[config.mk]
export PLATFORM = sky130hd
export DESIGN_NAME = modulo_mostrar_numero_flat
export DESIGN_NICKNAME = d
export VERILOG_FILES = /design/src/rtl/modulo_mostrar_numero_if.sv /design/src/rtl/modulo_mostrar_numero.sv /design/src/flat_wrapper.sv
export SDC_FILE = /design/constraint.sdc
export NUM_CORES = 1
export LEC_CHECK = 0
export CAP_MARGIN = 10
export CORE_MARGIN = 2
export CORE_UTILIZATION = 58
export CTS_BUF_LIST = sky130_fd_sc_hd__clkbuf_16
export CTS_CLUSTER_SIZE = 14
export DETAILED_ROUTE_END_ITERATION = 10
export PLACE_DENSITY = 0.83
export SYNTH_ARGS = -nofsm -noshare
export SYNTH_HDL_FRONTEND = slang
export SYNTH_SLANG_ARGS = --single-unit
[constraint.sdc]
create_clock -name clk -period 3.8 [get_ports clk]
set_input_delay 1.14 -clock clk [delete_from_list [all_inputs] [get_ports clk]]
set_output_delay 1.14 -clock clk [all_outputs]
set_load 0.01 [all_outputs]
[src/rtl/modulo_mostrar_numero_if.sv]
// Bus between the calculator control logic and the 7-segment display driver.
interface modulo_mostrar_numero_if;
  logic [15:0] numero;
  logic        cargar;
  logic        error_en;
  logic [6:0]  segmentos;
  logic [3:0]  anodos;
  logic        listo;
  logic        invalido;

  modport master (
    output numero, cargar, error_en,
    input  segmentos, anodos, listo, invalido
  );

  modport slave (
    input  numero, cargar, error_en,
    output segmentos, anodos, listo, invalido
  );
endinterface

[src/rtl/modulo_mostrar_numero.sv]
// Latches a 4-digit BCD value (or an error request) and drives a multiplexed,
// leading-zero-blanked 4-digit 7-segment display, showing "Err" on bad input.
module modulo_mostrar_numero #(
  parameter int unsigned SCAN_DIV = 50000,
  parameter int unsigned CNT_W    = 16
) (
  input logic                     clk,
  input logic                     reset,
  modulo_mostrar_numero_if.slave  bus
);

  localparam logic [CNT_W-1:0] CNT_MAX = CNT_W'(SCAN_DIV - 1);
  localparam logic [6:0]       SEG_OFF = 7'h7F;
  localparam logic [3:0]       AN_OFF  = 4'hF;

  typedef enum logic [1:0] {
    APAGADO = 2'd0,
    BARRER  = 2'd1,
    ERROR   = 2'd2
  } estado_t;

  estado_t          estado_q, estado_d;
  logic [CNT_W-1:0] cnt_q, cnt_d;
  logic [1:0]       idx_q, idx_d;
  logic [15:0]      valor_q, valor_d;
  logic             listo_q, listo_d;
  logic             inv_q, inv_d;
  logic [6:0]       seg_q, seg_d;
  logic [3:0]       an_q, an_d;

  logic             valido_c;
  logic [3:0]       nib_c;
  logic             blank_c;

  // BCD digit to active-low segments {g,f,e,d,c,b,a}
  function automatic logic [6:0] decode(input logic [3:0] d);
    logic [6:0] s;
    case (d)
      4'd0:    s = 7'h40;
      4'd1:    s = 7'h79;
      4'd2:    s = 7'h24;
      4'd3:    s = 7'h30;
      4'd4:    s = 7'h19;
      4'd5:    s = 7'h12;
      4'd6:    s = 7'h02;
      4'd7:    s = 7'h78;
      4'd8:    s = 7'h00;
      4'd9:    s = 7'h10;
      default: s = SEG_OFF;
    endcase
    return s;
  endfunction

  // Input value is valid only if every nibble is a BCD digit
  always_comb begin
    valido_c = (bus.numero[3:0]   <= 4'd9) && (bus.numero[7:4]   <= 4'd9) &&
               (bus.numero[11:8]  <= 4'd9) && (bus.numero[15:12] <= 4'd9);
  end

  // Next state, latch, scan counters and registered display values
  always_comb begin
    estado_d = estado_q;
    valor_d  = valor_q;
    cnt_d    = cnt_q;
    idx_d    = idx_q;
    listo_d  = bus.cargar | bus.error_en;
    seg_d    = SEG_OFF;
    an_d     = AN_OFF;
    nib_c    = 4'd0;
    blank_c  = 1'b0;

    // Scan is frozen while dark so the first load starts on the units digit
    if (estado_q != APAGADO) begin
      if (cnt_q == CNT_MAX) begin
        cnt_d = '0;
        idx_d = idx_q + 2'd1;
      end else begin
        cnt_d = cnt_q + CNT_W'(1);
      end
    end

    // error_en outranks cargar and never latches the value
    if (bus.error_en) begin
      estado_d = ERROR;
    end else if (bus.cargar) begin
      if (valido_c) begin
        estado_d = BARRER;
        valor_d  = bus.numero;
      end else begin
        estado_d = ERROR;
      end
    end

    inv_d = (estado_d == ERROR);

    case (idx_q)
      2'd0: begin nib_c = valor_q[3:0];   blank_c = 1'b0;                   end
      2'd1: begin nib_c = valor_q[7:4];   blank_c = (valor_q[15:4]  == '0); end
      2'd2: begin nib_c = valor_q[11:8];  blank_c = (valor_q[15:8]  == '0); end
      default: begin nib_c = valor_q[15:12]; blank_c = (valor_q[15:12] == '0); end
    endcase

    case (estado_q)
      BARRER: begin
        an_d  = ~(4'b0001 << idx_q);
        seg_d = blank_c ? SEG_OFF : decode(nib_c);
      end
      ERROR: begin
        an_d = ~(4'b0001 << idx_q);
        case (idx_q)
          2'd3:    seg_d = 7'h06;
          2'd2:    seg_d = 7'h2F;
          2'd1:    seg_d = 7'h2F;
          default: seg_d = SEG_OFF;
        endcase
      end
      default: begin
        an_d  = AN_OFF;
        seg_d = SEG_OFF;
      end
    endcase
  end

  // State and output registers with synchronous active-low reset
  always_ff @(posedge clk) begin
    if (!reset) begin
      estado_q <= APAGADO;
      valor_q  <= '0;
      cnt_q    <= '0;
      idx_q    <= '0;
      listo_q  <= 1'b0;
      inv_q    <= 1'b0;
      seg_q    <= SEG_OFF;
      an_q     <= AN_OFF;
    end else begin
      estado_q <= estado_d;
      valor_q  <= valor_d;
      cnt_q    <= cnt_d;
      idx_q    <= idx_d;
      listo_q  <= listo_d;
      inv_q    <= inv_d;
      seg_q    <= seg_d;
      an_q     <= an_d;
    end
  end

  assign bus.segmentos = seg_q;
  assign bus.anodos    = an_q;
  assign bus.listo     = listo_q;
  assign bus.invalido  = inv_q;

endmodule

[src/flat_wrapper.sv]
// flat-port wrapper written by rule: the top's interface ports become plain ports
module modulo_mostrar_numero_flat 
#(
  parameter int unsigned SCAN_DIV = 50000,
  parameter int unsigned CNT_W    = 16
)
  (clk, reset, bus_numero, bus_cargar, bus_error_en, bus_segmentos, bus_anodos, bus_listo, bus_invalido);
  modulo_mostrar_numero_if bus_i ();
  input logic clk;
  input logic reset;
  input wire logic [$bits(bus_i.numero)-1:0] bus_numero;
  input wire logic [$bits(bus_i.cargar)-1:0] bus_cargar;
  input wire logic [$bits(bus_i.error_en)-1:0] bus_error_en;
  output wire logic [$bits(bus_i.segmentos)-1:0] bus_segmentos;
  output wire logic [$bits(bus_i.anodos)-1:0] bus_anodos;
  output wire logic [$bits(bus_i.listo)-1:0] bus_listo;
  output wire logic [$bits(bus_i.invalido)-1:0] bus_invalido;
  assign bus_i.numero = bus_numero;
  assign bus_i.cargar = bus_cargar;
  assign bus_i.error_en = bus_error_en;
  assign bus_segmentos = bus_i.segmentos;
  assign bus_anodos = bus_i.anodos;
  assign bus_listo = bus_i.listo;
  assign bus_invalido = bus_i.invalido;
  modulo_mostrar_numero #(.SCAN_DIV(SCAN_DIV), .CNT_W(CNT_W)) u_core (.clk(clk), .reset(reset), .bus(bus_i));
endmodule
### Word-level counts from Yosys, hierarchy flattened

Memory sizes are Yosys's and may differ from the RTL's.
Index checks and enable logic that the tools add are counted.

| storage, ports and cells | value |
|---|---|
| flip-flop bits (word level) | 49 |
| memory bits (read-only) | 112 |
| input port bits | 20 |
| output and inout bits | 13 |
| memories kept | 1 |

Memories:

| name | depth | width | rd ports | clocked after memory_dff | write ports | RTL line | source |
|---|---|---|---|---|---|---|---|
| (no name shown) | 16 | 7 | 1 | 0 | 0 | modulo_mostrar_numero.sv:38 | `case (d)` |

| operators by class | value |
|---|---|
| add/subtract/negate cells | 2 |
| order comparisons | 4 |
| equal/unequal tests | 7 |
| shifts and indexed selects | 1 |
| muxes and demuxes | 9 |
| bitwise gates (word level) | 3 |
| reductions and logical operators | 13 |

Operators with widths:

| operator | number |
|---|---|
| case mux 7 bit (2 select lines) | 2 |
| adder 16 x 1 -> 16 bit, second input constant | 1 |
| == test 16 bit, second input constant | 1 |
| less-or-equal comparator 4 bit, second input constant | 4 |
| 2-to-1 mux 16 bit | 1 |
| zero test 12 bit | 1 |
| case mux 4 bit (3 select lines) | 1 |
| == test 2 bit, second input constant | 4 |
| zero test 8 bit | 1 |
| 2-to-1 mux 7 bit | 1 |
| 2-to-1 mux 2 bit | 3 |
| == test 2 x 1 -> 1 bit, second input constant | 2 |
| zero test 4 bit | 1 |
| inverter 4 bit | 1 |
| AND reduction 2 bit | 2 |
| OR reduction 2 bit | 2 |
| left shift 1 x 2 -> 4 bit, first input constant | 1 |
| logical AND 1 bit | 3 |
| case mux 1 bit (3 select lines) | 1 |
| AND reduction 3 bit | 1 |
| adder 2 x 1 -> 2 bit, second input constant | 1 |
| zero test 2 bit | 1 |
| nonzero test 2 bit | 1 |
| inverter 1 bit | 1 |
| OR 1 bit | 1 |

### Depth between registers and ports, before layout

Gate-level depths: netlist of the first run.

| depth | value |
|---|---|
| depth in word-level cells | 8 |
| mapped depth | 9 |
| mapped depth without buffers | 9 |

### Worst setup path before layout of the first run

Ideal clock, no wire load.

| timing path | value |
|---|---|
| path kind | in2reg |
| from | input port bus_numero[5] |
| to | register u_core.valor_q[0] |
| setup time | 116 ps |
| data arrival time | 2301 ps |
| data required time | 3684 ps |
| slack | 1383 ps |
| stages | 7 |
| cells stage by stage | o21ai_0 -> nand4_1 -> nor3b_1 -> buf_2 -> buf_2 -> mux2i_1 -> nor2b_1 |

| on the way | value |
|---|---|
| longest elaborated chain between the ends | 5 |

Ends and longest elaborated chain:

| item | RTL line | source |
|---|---|---|
| from (decl) | flat_wrapper.sv:11 | `input wire logic [$bits(bus_i.numero)-1:0] bus_numero;` |
| less-or-equal comparator 4 bit | modulo_mostrar_numero.sv:56 | `valido_c = (bus.numero[3:0] <= 4'd9) && (bus.numero[7:4] <= 4'd9) &&` |
| logical AND 1 bit (2 in a row) | modulo_mostrar_numero.sv:56 |  |
| logical AND 1 bit | modulo_mostrar_numero.sv:57 | `(bus.numero[11:8] <= 4'd9) && (bus.numero[15:12] <= 4'd9);` |
| AND reduction 3 bit (no line) | - |  |
| to (signal assigned) | modulo_mostrar_numero.sv:137 | `valor_q <= valor_d;` |
| to (decl) | modulo_mostrar_numero.sv:25 | `logic [15:0] valor_q, valor_d;` |

No other way between the ends.
A chain may end at the register's enable or synchronous reset.

### Worst setup path in the final report of the first run

| timing path | value |
|---|---|
| from | input port bus_numero[13] |
| to | register u_core.valor_q[5] |

| on the way | value |
|---|---|
| longest elaborated chain between the ends | 3 |

Ends and longest elaborated chain:

| item | RTL line |
|---|---|
| less-or-equal comparator 4 bit | modulo_mostrar_numero.sv:57 |
| logical AND 1 bit | modulo_mostrar_numero.sv:57 |
| AND reduction 3 bit (no line) | - |

No other way between the ends.

==> flow_metrics.env, run 1 <==
export IMPL_outcome="finished, final reports clean"
export IMPL_slowest_stage="clkdlybuf4s50_1"
export IMPL_vias=1821
export IMPL_finalInstanceArea_um2=2880
export IMPL_syn_to_final_growth_pct=24.2
export IMPL_coreArea_um2=3740
export IMPL_seqPwrFrac=0.450
export IMPL_dpl_hpwl_mm=3.16
export IMPL_rows=22
export IMPL_yosys_area_top_type="dfxtp_1"
export IMPL_cap_violations=0
export IMPL_clk_pin_slew_worst_paths_ns=0.06
export IMPL_drt_total_wl_mm=4.68
export IMPL_power_share_clock=0.474
export IMPL_syn_area_um2=2310
export IMPL_hold_viol_final=0
export IMPL_cts_root_buf="clkbuf_16"
export IMPL_clock_skew_final_ns=0.00215
export IMPL_synthMuxAreaShare=0.116
export IMPL_via_per_inst=5.53
export IMPL_fmax_ghz=0.395
export IMPL_clk_path_buf_depth=2
export IMPL_numCtsBuffers=5
export IMPL_synth_top_family_by_area="simple AND/OR/NAND/NOR gates"
export IMPL_syn_area_per_cell_um2=9.45
export IMPL_gp_routability_congestion=0.858
export IMPL_finalCritPeriodShare=0.666
export IMPL_switchingPower_mw=0.234
export IMPL_grt_pass1_vias=1713
export IMPL_cts_resized=0
export IMPL_synthCells=245
export IMPL_synth_fp_nets=279
export IMPL_ir_worst_vdd_v=0.000294
export IMPL_avgRoutedWirePerCell_um=14.2
export IMPL_antenna_found_initial=0
export IMPL_worst_path_buf_inv=2
export IMPL_tritoncts="built"
export IMPL_yosys_area_share_simple=0.212
export IMPL_cp_top_family="buffers and inverters"
export IMPL_setup_viol=0
export IMPL_clk_latency_ns=0.29
export IMPL_grt_overflow_total=0
export IMPL_endpoint_kind="flip-flop"
export IMPL_sw_frac_of_total=0.197
export IMPL_h_tree_depth=2
export IMPL_cpPeakStageDelay_ns=0.41
export IMPL_die_h_um=67.2
export IMPL_synth_xor_area_frac=0.0643
export IMPL_cp_arrival_ns=2.71
export IMPL_drc=0
export IMPL_firstDrtPassIters=6
export IMPL_tightest_slew_ns=0.572
export IMPL_whs_ns=0.495
export IMPL_antenna_left=0
export IMPL_cts_hold_buf=0
export IMPL_maxSlewViolCount=0
export IMPL_internal_power_mw=0.954
export IMPL_postCtsSetupRepairBufs=0
export IMPL_hp_class="reg2reg"
export IMPL_numPortBuffers=32
export IMPL_die_area_um2=4510
export IMPL_die_w_um=67.2
export IMPL_drive_gt1_frac=0.0605
export IMPL_period_needed_ns=2.53
export IMPL_crit_required_ns=3.98
export IMPL_max_slew_margin=0.615
export IMPL_synth_area_leaders="dfxtp_1 42%, mux2i_1 9.5%, ha_1 7.6%"
export IMPL_grt_max_degree=26
export IMPL_cp_start_kind="input pin"
export IMPL_seq_area_frac_synth=0.424
export IMPL_drtIter0Drc=148
export IMPL_pin_count=33
export IMPL_fin_nets=314
export IMPL_leakage_nw=1.04
export IMPL_grt_setup_unrepaired="no"
export IMPL_path_max_fanout=12
export IMPL_synthAdderAreaFrac=0.0757
export IMPL_path_cells="clkdlybuf4s50_1 > o21ai_0 > nand4_1 > nor3b_2 > buf_4 > mux2i_1 > nor2b_1"
export IMPL_start_util=0.618
export IMPL_grtUsageTotal=0.242
export IMPL_ys_warnings_count=0
export IMPL_powerDensity_nw_per_um2=413
export IMPL_worstSetupPathType="in2reg"
export IMPL_yosysUniqueCellTypes=35
export IMPL_synth_compound_area_frac=0.0703
export IMPL_combinationalPowerShare=0.076
export IMPL_grt_pass1_wl_mm=8.02
export IMPL_ys_ff_latch=49
export IMPL_final_setup_tns_ns=0
export IMPL_n_antenna_cell=0
export IMPL_placed_area_um2=2690
export IMPL_clkSinkCount=49
export IMPL_synth_top_area_share=0.424
-- power groups by stage --
stage	sequential (mW)	combinational [mW]	clock, mW
floorplan	0.548	0.0417	0
global placement	0.546	0.0882	0
detailed placement	0.546	0.0893	0
CTS	0.534	0.0910	0.565
global route	0.535	0.0998	0.586
finish	0.534	0.0906	0.563
-- cell families after synthesis --
kind of cell,Yosys count
and+or+nand+nor,94
AOI/OAI and AO/OA,25
adders and majority gates,14
buffers and inverters,20
xor gates and xnor gates,17
DFF,49
muxes,26
-- registers in the layout (all words and copies together), names as in the netlist --
signal	count
u_core.idx_q	2
u_core.valor_q	16
u_core.cnt_q	16
u_core.bus.listo	1
u_core.estado_q	2
u_core.bus.anodos	4
u_core.bus.invalido	1
u_core.bus.segmentos	7
-- worst reg2reg max path, cell delays in order (launching register included) --
cell and delay, ns:
dfxtp_1 0.42, inv_1 0.09, ha_1 0.28, a222oi_1 0.45, mux2i_1 0.21, ha_1 0.24
inv_1 0.07, a21oi_1 0.06, a211o_1 0.27, a221o_1 0.29
-- metal layers --
metal | routed length (µm) | track usage | share of wire | up-vias
li1 | - | - | - | 912
met1 | 2190 | 0.311 | 0.47 | 848
met2 | 2180 | 0.384 | 0.47 | 52
met3 | 194 | 0.0417 | 0.041 | 9
met4 | 122 | 0.135 | 0.026 | 0
met5 | 0 | 0 | 0 | -
-- synthesized netlist by cell type --
cell      instances
ha_1             14
nand4b_1          1
a221oi_1          1
a211oi_1          1
nand4_1           6
dfxtp_1          49
nor4b_1           1
nand3b_1          1
nand2b_1          3
mux2_4            1
buf_2             3
a21oi_1           8
nor3_1            2
mux2i_1          22
xnor2_1           9
nor3b_1           1
nor4bb_1          1
o21ai_0           8
mux2_2            3
inv_2             1
and2_1            6
a222oi_1          4
nor4_1            6
a221o_1           1
nand3_1           6
a211o_1           1
nor2_1           22
nand2_1          17
buf_6             1
inv_1            12
xor2_1            8
o211ai_1          1
clkbuf_1          3
nor2b_1          19
and3_1            2
-- cell usage in the layout (no fill, tap or decap) --
cell type        Yosys  layout
a211o_1              1       1
a211oi_1             1       1
a21oi_1              8       8
a221o_1              1       1
a221oi_1             1       1
a222oi_1             4       4
and2_1               6       6
and3_1               2       2
buf_4                0       3
bufinv_16            0       2
clkbuf_16            0       5
clkdlybuf4s50_1      0      32
clkinv_2             0       1
dfxtp_1             49      49
ha_1                14      14
inv_1               12      12
inv_2                1       1
mux2_2               3       3
mux2_4               1       1
mux2i_1             22      22
nand2_1             17      17
nand2b_1             3       3
nand3_1              6       6
nand3b_1             1       1
nand4_1              6       6
nand4b_1             1       1
nor2_1              22      22
nor2b_1             19      19
nor3_1               2       2
nor3b_2              0       1
nor4_1               6       6
nor4b_1              1       1
nor4bb_1             1       1
o211ai_1             1       1
o21ai_0              8       8
xnor2_1              9       9
xor2_1               8       8
-- final timing paths --
kind                            slack [ns]                 endpoint  cells after the start               start
worst min register to register        0.49      u_core.bus.invalido                      2  u_core.estado_q[1]
worst max register to register        1.30  u_core.bus.segmentos[6]                      9     u_core.idx_q[0]
worst min-delay path                  0.49      u_core.bus.invalido                      2  u_core.estado_q[1]
worst max-delay path                  1.27        u_core.valor_q[5]                      7      bus_numero[13]
-- per-stage QoR --
| step | worst slack (ns) | cells | util | power (mW) |
|---|---|---|---|---|
| floorplan | 1.38 | 245 | - | 0.590 |
| global placement | 1.00 | 321 | 0.717 | 0.634 |
| detailed placement | 0.947 | 321 | 0.717 | 0.635 |
| CTS | 1.24 | 329 | 0.768 | 1.19 |
| global route | 1.07 | 329 | 0.768 | 1.22 |
| finish | 1.27 | 329 | 0.768 | 1.19 |
-- final cells by class --
type                    instances  area, µm²
fillers                       286        868
flip-flops and latches         49        981
inverters                      13       48.8
clock buffers                   5        125
repair buffers                 35        343
well taps                      48       60.1
clock inverters                 3       65.1
multi-input cells             176       1250
(Power assumes the default switching activity.)
==> inputs of run 2 (changes only) <==
--- a/config.mk
+++ b/config.mk
@@ -7,11 +7,11 @@
 export LEC_CHECK = 0
 export CAP_MARGIN = 10
 export CORE_MARGIN = 2
-export CORE_UTILIZATION = 58
+export CORE_UTILIZATION = 49
 export CTS_BUF_LIST = sky130_fd_sc_hd__clkbuf_16
 export CTS_CLUSTER_SIZE = 14
 export DETAILED_ROUTE_END_ITERATION = 10
-export PLACE_DENSITY = 0.83
+export PLACE_DENSITY = 0.75
 export SYNTH_ARGS = -nofsm -noshare
 export SYNTH_HDL_FRONTEND = slang
 export SYNTH_SLANG_ARGS = --single-unit
==> constraint.sdc (replaced) <==
create_clock -name clk -period 2.3 [get_ports clk]
set_input_delay 0.69 -clock clk [delete_from_list [all_inputs] [get_ports clk]]
set_output_delay 0.69 -clock clk [all_outputs]
set_load 0.01 [all_outputs]
==> flow_metrics.env, run 2 (synthesis gave the netlist of run 1 again) <==
export IMPL_avgRoutedWirePerCell_um=13.8
export IMPL_vias=1859
export IMPL_clkSinkCount=49
export IMPL_dpl_hpwl_mm=3.43
export IMPL_seqPwrFrac=0.512
export IMPL_mostFrequentLayoutCell="dfxtp_1"
export IMPL_path_max_fanout=4
export IMPL_finalInstanceArea_um2=2960
export IMPL_die_h_um=72.7
export IMPL_numPortBuffers=32
export IMPL_antenna_found_initial=0
export IMPL_start_util=0.500
export IMPL_finalCritPeriodShare=0.962
export IMPL_rows=25
export IMPL_clock_skew_final_ns=0.00480
export IMPL_clk_path_buf_depth=2
export IMPL_tightest_slew_ns=0.567
export IMPL_final_setup_tns_ns=0
export IMPL_cp_arrival_ns=2.39
export IMPL_internal_power_mw=1.35
export IMPL_antenna_left=0
export IMPL_combinationalPowerShare=0.090
export IMPL_worstSetupPathType="reg2reg"
export IMPL_die_area_um2=5290
export IMPL_grtUsageTotal=0.196
export IMPL_final_cells=346
export IMPL_switchingPower_mw=0.376
export IMPL_h_tree_depth=2
export IMPL_dpl_cell_count=338
export IMPL_fillers=394
export IMPL_max_slew_margin=0.619
export IMPL_tritoncts="built"
export IMPL_drc=0
export IMPL_via_per_inst=5.37
export IMPL_cpPeakStageDelay_ns=0.42
export IMPL_grt_max_degree=16
export IMPL_cts_hold_buf=0
export IMPL_grt_pass1_wl_mm=8.09
export IMPL_final_cell_mix="47 x dfxtp_1, 32 x clkdlybuf4s50_1, 22 x nor2_1, 20 x mux2i_1, 19 x nor2b_1"
export IMPL_clk_pin_slew_worst_paths_ns=0.06
export IMPL_fmax_ghz=0.452
export IMPL_drtIter0Drc=97
export IMPL_gp_routability_congestion=0.823
export IMPL_drive_gt1_frac=0.120
export IMPL_maxSlewViolCount=0
export IMPL_cp_start_kind="flip-flop"
export IMPL_outcome="finished, final reports clean"
export IMPL_coreArea_um2=4630
export IMPL_syn_to_final_growth_pct=27.7
export IMPL_power_mw=1.72
export IMPL_hp_class="reg2reg"
export IMPL_ir_worst_vdd_v=0.000372
export IMPL_hold_viol_final=0
export IMPL_placed_area_um2=2780
export IMPL_setup_viol=0
export IMPL_grt_pass1_vias=1753
export IMPL_powerDensity_nw_per_um2=583
export IMPL_die_w_um=72.7
export IMPL_endpoint_kind="flip-flop"
export IMPL_grt_setup_unrepaired="yes"
export IMPL_n_antenna_cell=0
export IMPL_drt_total_wl_mm=4.78
export IMPL_slowest_stage="a222oi_1"
export IMPL_power_share_clock=0.398
export IMPL_crit_required_ns=2.47
export IMPL_pin_count=33
export IMPL_grt_overflow_total=0
export IMPL_sw_frac_of_total=0.218
export IMPL_numCtsBuffers=5
export IMPL_leakage_nw=1.09
export IMPL_path_cells="inv_4 > ha_4 > a222oi_1 > mux2i_2 > ha_2 > inv_1 > a21oi_1 > a211o_1 > a221o_1"
export IMPL_cts_root_buf="clkbuf_16"
export IMPL_clk_latency_ns=0.29
export IMPL_cap_violations=0
export IMPL_firstDrtPassIters=5
export IMPL_fin_nets=325
export IMPL_period_needed_ns=2.21
export IMPL_postCtsSetupRepairBufs=0
==> run 2: cell types whose count changed in the layout (fill, tap and decap cells not counted), moves of 2 or more <==
cell       previous run  this run
ha_4                  0         2
dfxtp_1              49        47
ha_1                 14        10
mux2i_1              22        20
buf_4                 3        14
mux2i_2               0         2
ha_2                  0         2
bufinv_16             2         0
==> run 2: timing repair <==
action / CTS / global route
hold endpoints to repair: 0 / 0
setup endpoints to repair: 0 / 4
gates resized for setup: 0 / 14
==> run 2: power groups by stage <==
stage / Clock [mW] / Sequential [mW] / Combinational [mW]
floorplan: 0 / 0.906 / 0.0688
global placement: 0 / 0.902 / 0.149
detailed placement: 0 / 0.903 / 0.153
CTS: 0.700 / 0.884 / 0.154
global route: 0.746 / 0.884 / 0.168
finish: 0.687 / 0.883 / 0.154
==> run 2: metal layers <==
layer	GRT usage	up-vias	wire, µm
li1	-	933	-
met1	0.267	861	2240
met2	0.296	54	2190
met3	0.0539	11	247
met4	0.0761	0	97
met5	0	-	0
==> run 2: worst paths after layout <==
kind | startpoint | endpoint | slack [ns] | cells past startpoint
worst max register to register | u_core.idx_q[1] | u_core.bus.segmentos[6] | 0.09 | 9
worst min-delay path | u_core.estado_q[1] | u_core.bus.invalido | 0.49 | 2
worst max-delay path | u_core.idx_q[1] | u_core.bus.segmentos[6] | 0.09 | 9
worst min register to register | u_core.estado_q[1] | u_core.bus.invalido | 0.49 | 2
==> run 2: area by class of cell <==
cell class,instances,area (µm²),area share
repair buffers,46,425,0.144
clock inverters,3,11.3,0.00381
clock buffers,5,125,0.0423
inverters,13,51.3,0.0174
flip-flops and latches,49,986,0.333
multi-input cells,176,1290,0.436
well taps,54,67.6,0.0229
==> run 2: critical path: cells and delay by family (launching register included) <==
family	cells	cell delay (ns)
muxes	1	0.18
DFF	1	0.39
adders and majority gates	2	0.38
buffers and inverters	2	0.12
AOI/OAI and AO/OA	4	1.03
==> run 2: through the flow <==
step | util | setup slack [ns] | hold slack, ns
6_report | 0.639 | 0.0880 | 0.487
5_1_grt | 0.639 | -0.0350 | 0.518
4_1_cts | 0.629 | 0.00426 | 0.485
3_5_place_dp | 0.599 | -0.0567 | 0.472
3_3_place_gp | 0.599 | -0.0404 | 0.468
2_1_floorplan | - | 0.141 | 0.451
==> inputs of run 3 (changes only) <==
--- a/config.mk
+++ b/config.mk
@@ -5,12 +5,12 @@
 export SDC_FILE = /design/constraint.sdc
 export NUM_CORES = 1
 export LEC_CHECK = 0
-export CAP_MARGIN = 10
 export CORE_MARGIN = 2
 export CORE_UTILIZATION = 49
 export CTS_BUF_LIST = sky130_fd_sc_hd__clkbuf_16
 export CTS_CLUSTER_SIZE = 14
 export DETAILED_ROUTE_END_ITERATION = 10
+export GPL_ROUTABILITY_DRIVEN = 0
 export PLACE_DENSITY = 0.75
 export SYNTH_ARGS = -nofsm -noshare
 export SYNTH_HDL_FRONTEND = slang
==> results of run 3 <==
Same layout as run 2: the final DEF is identical, and so are final timing and power.
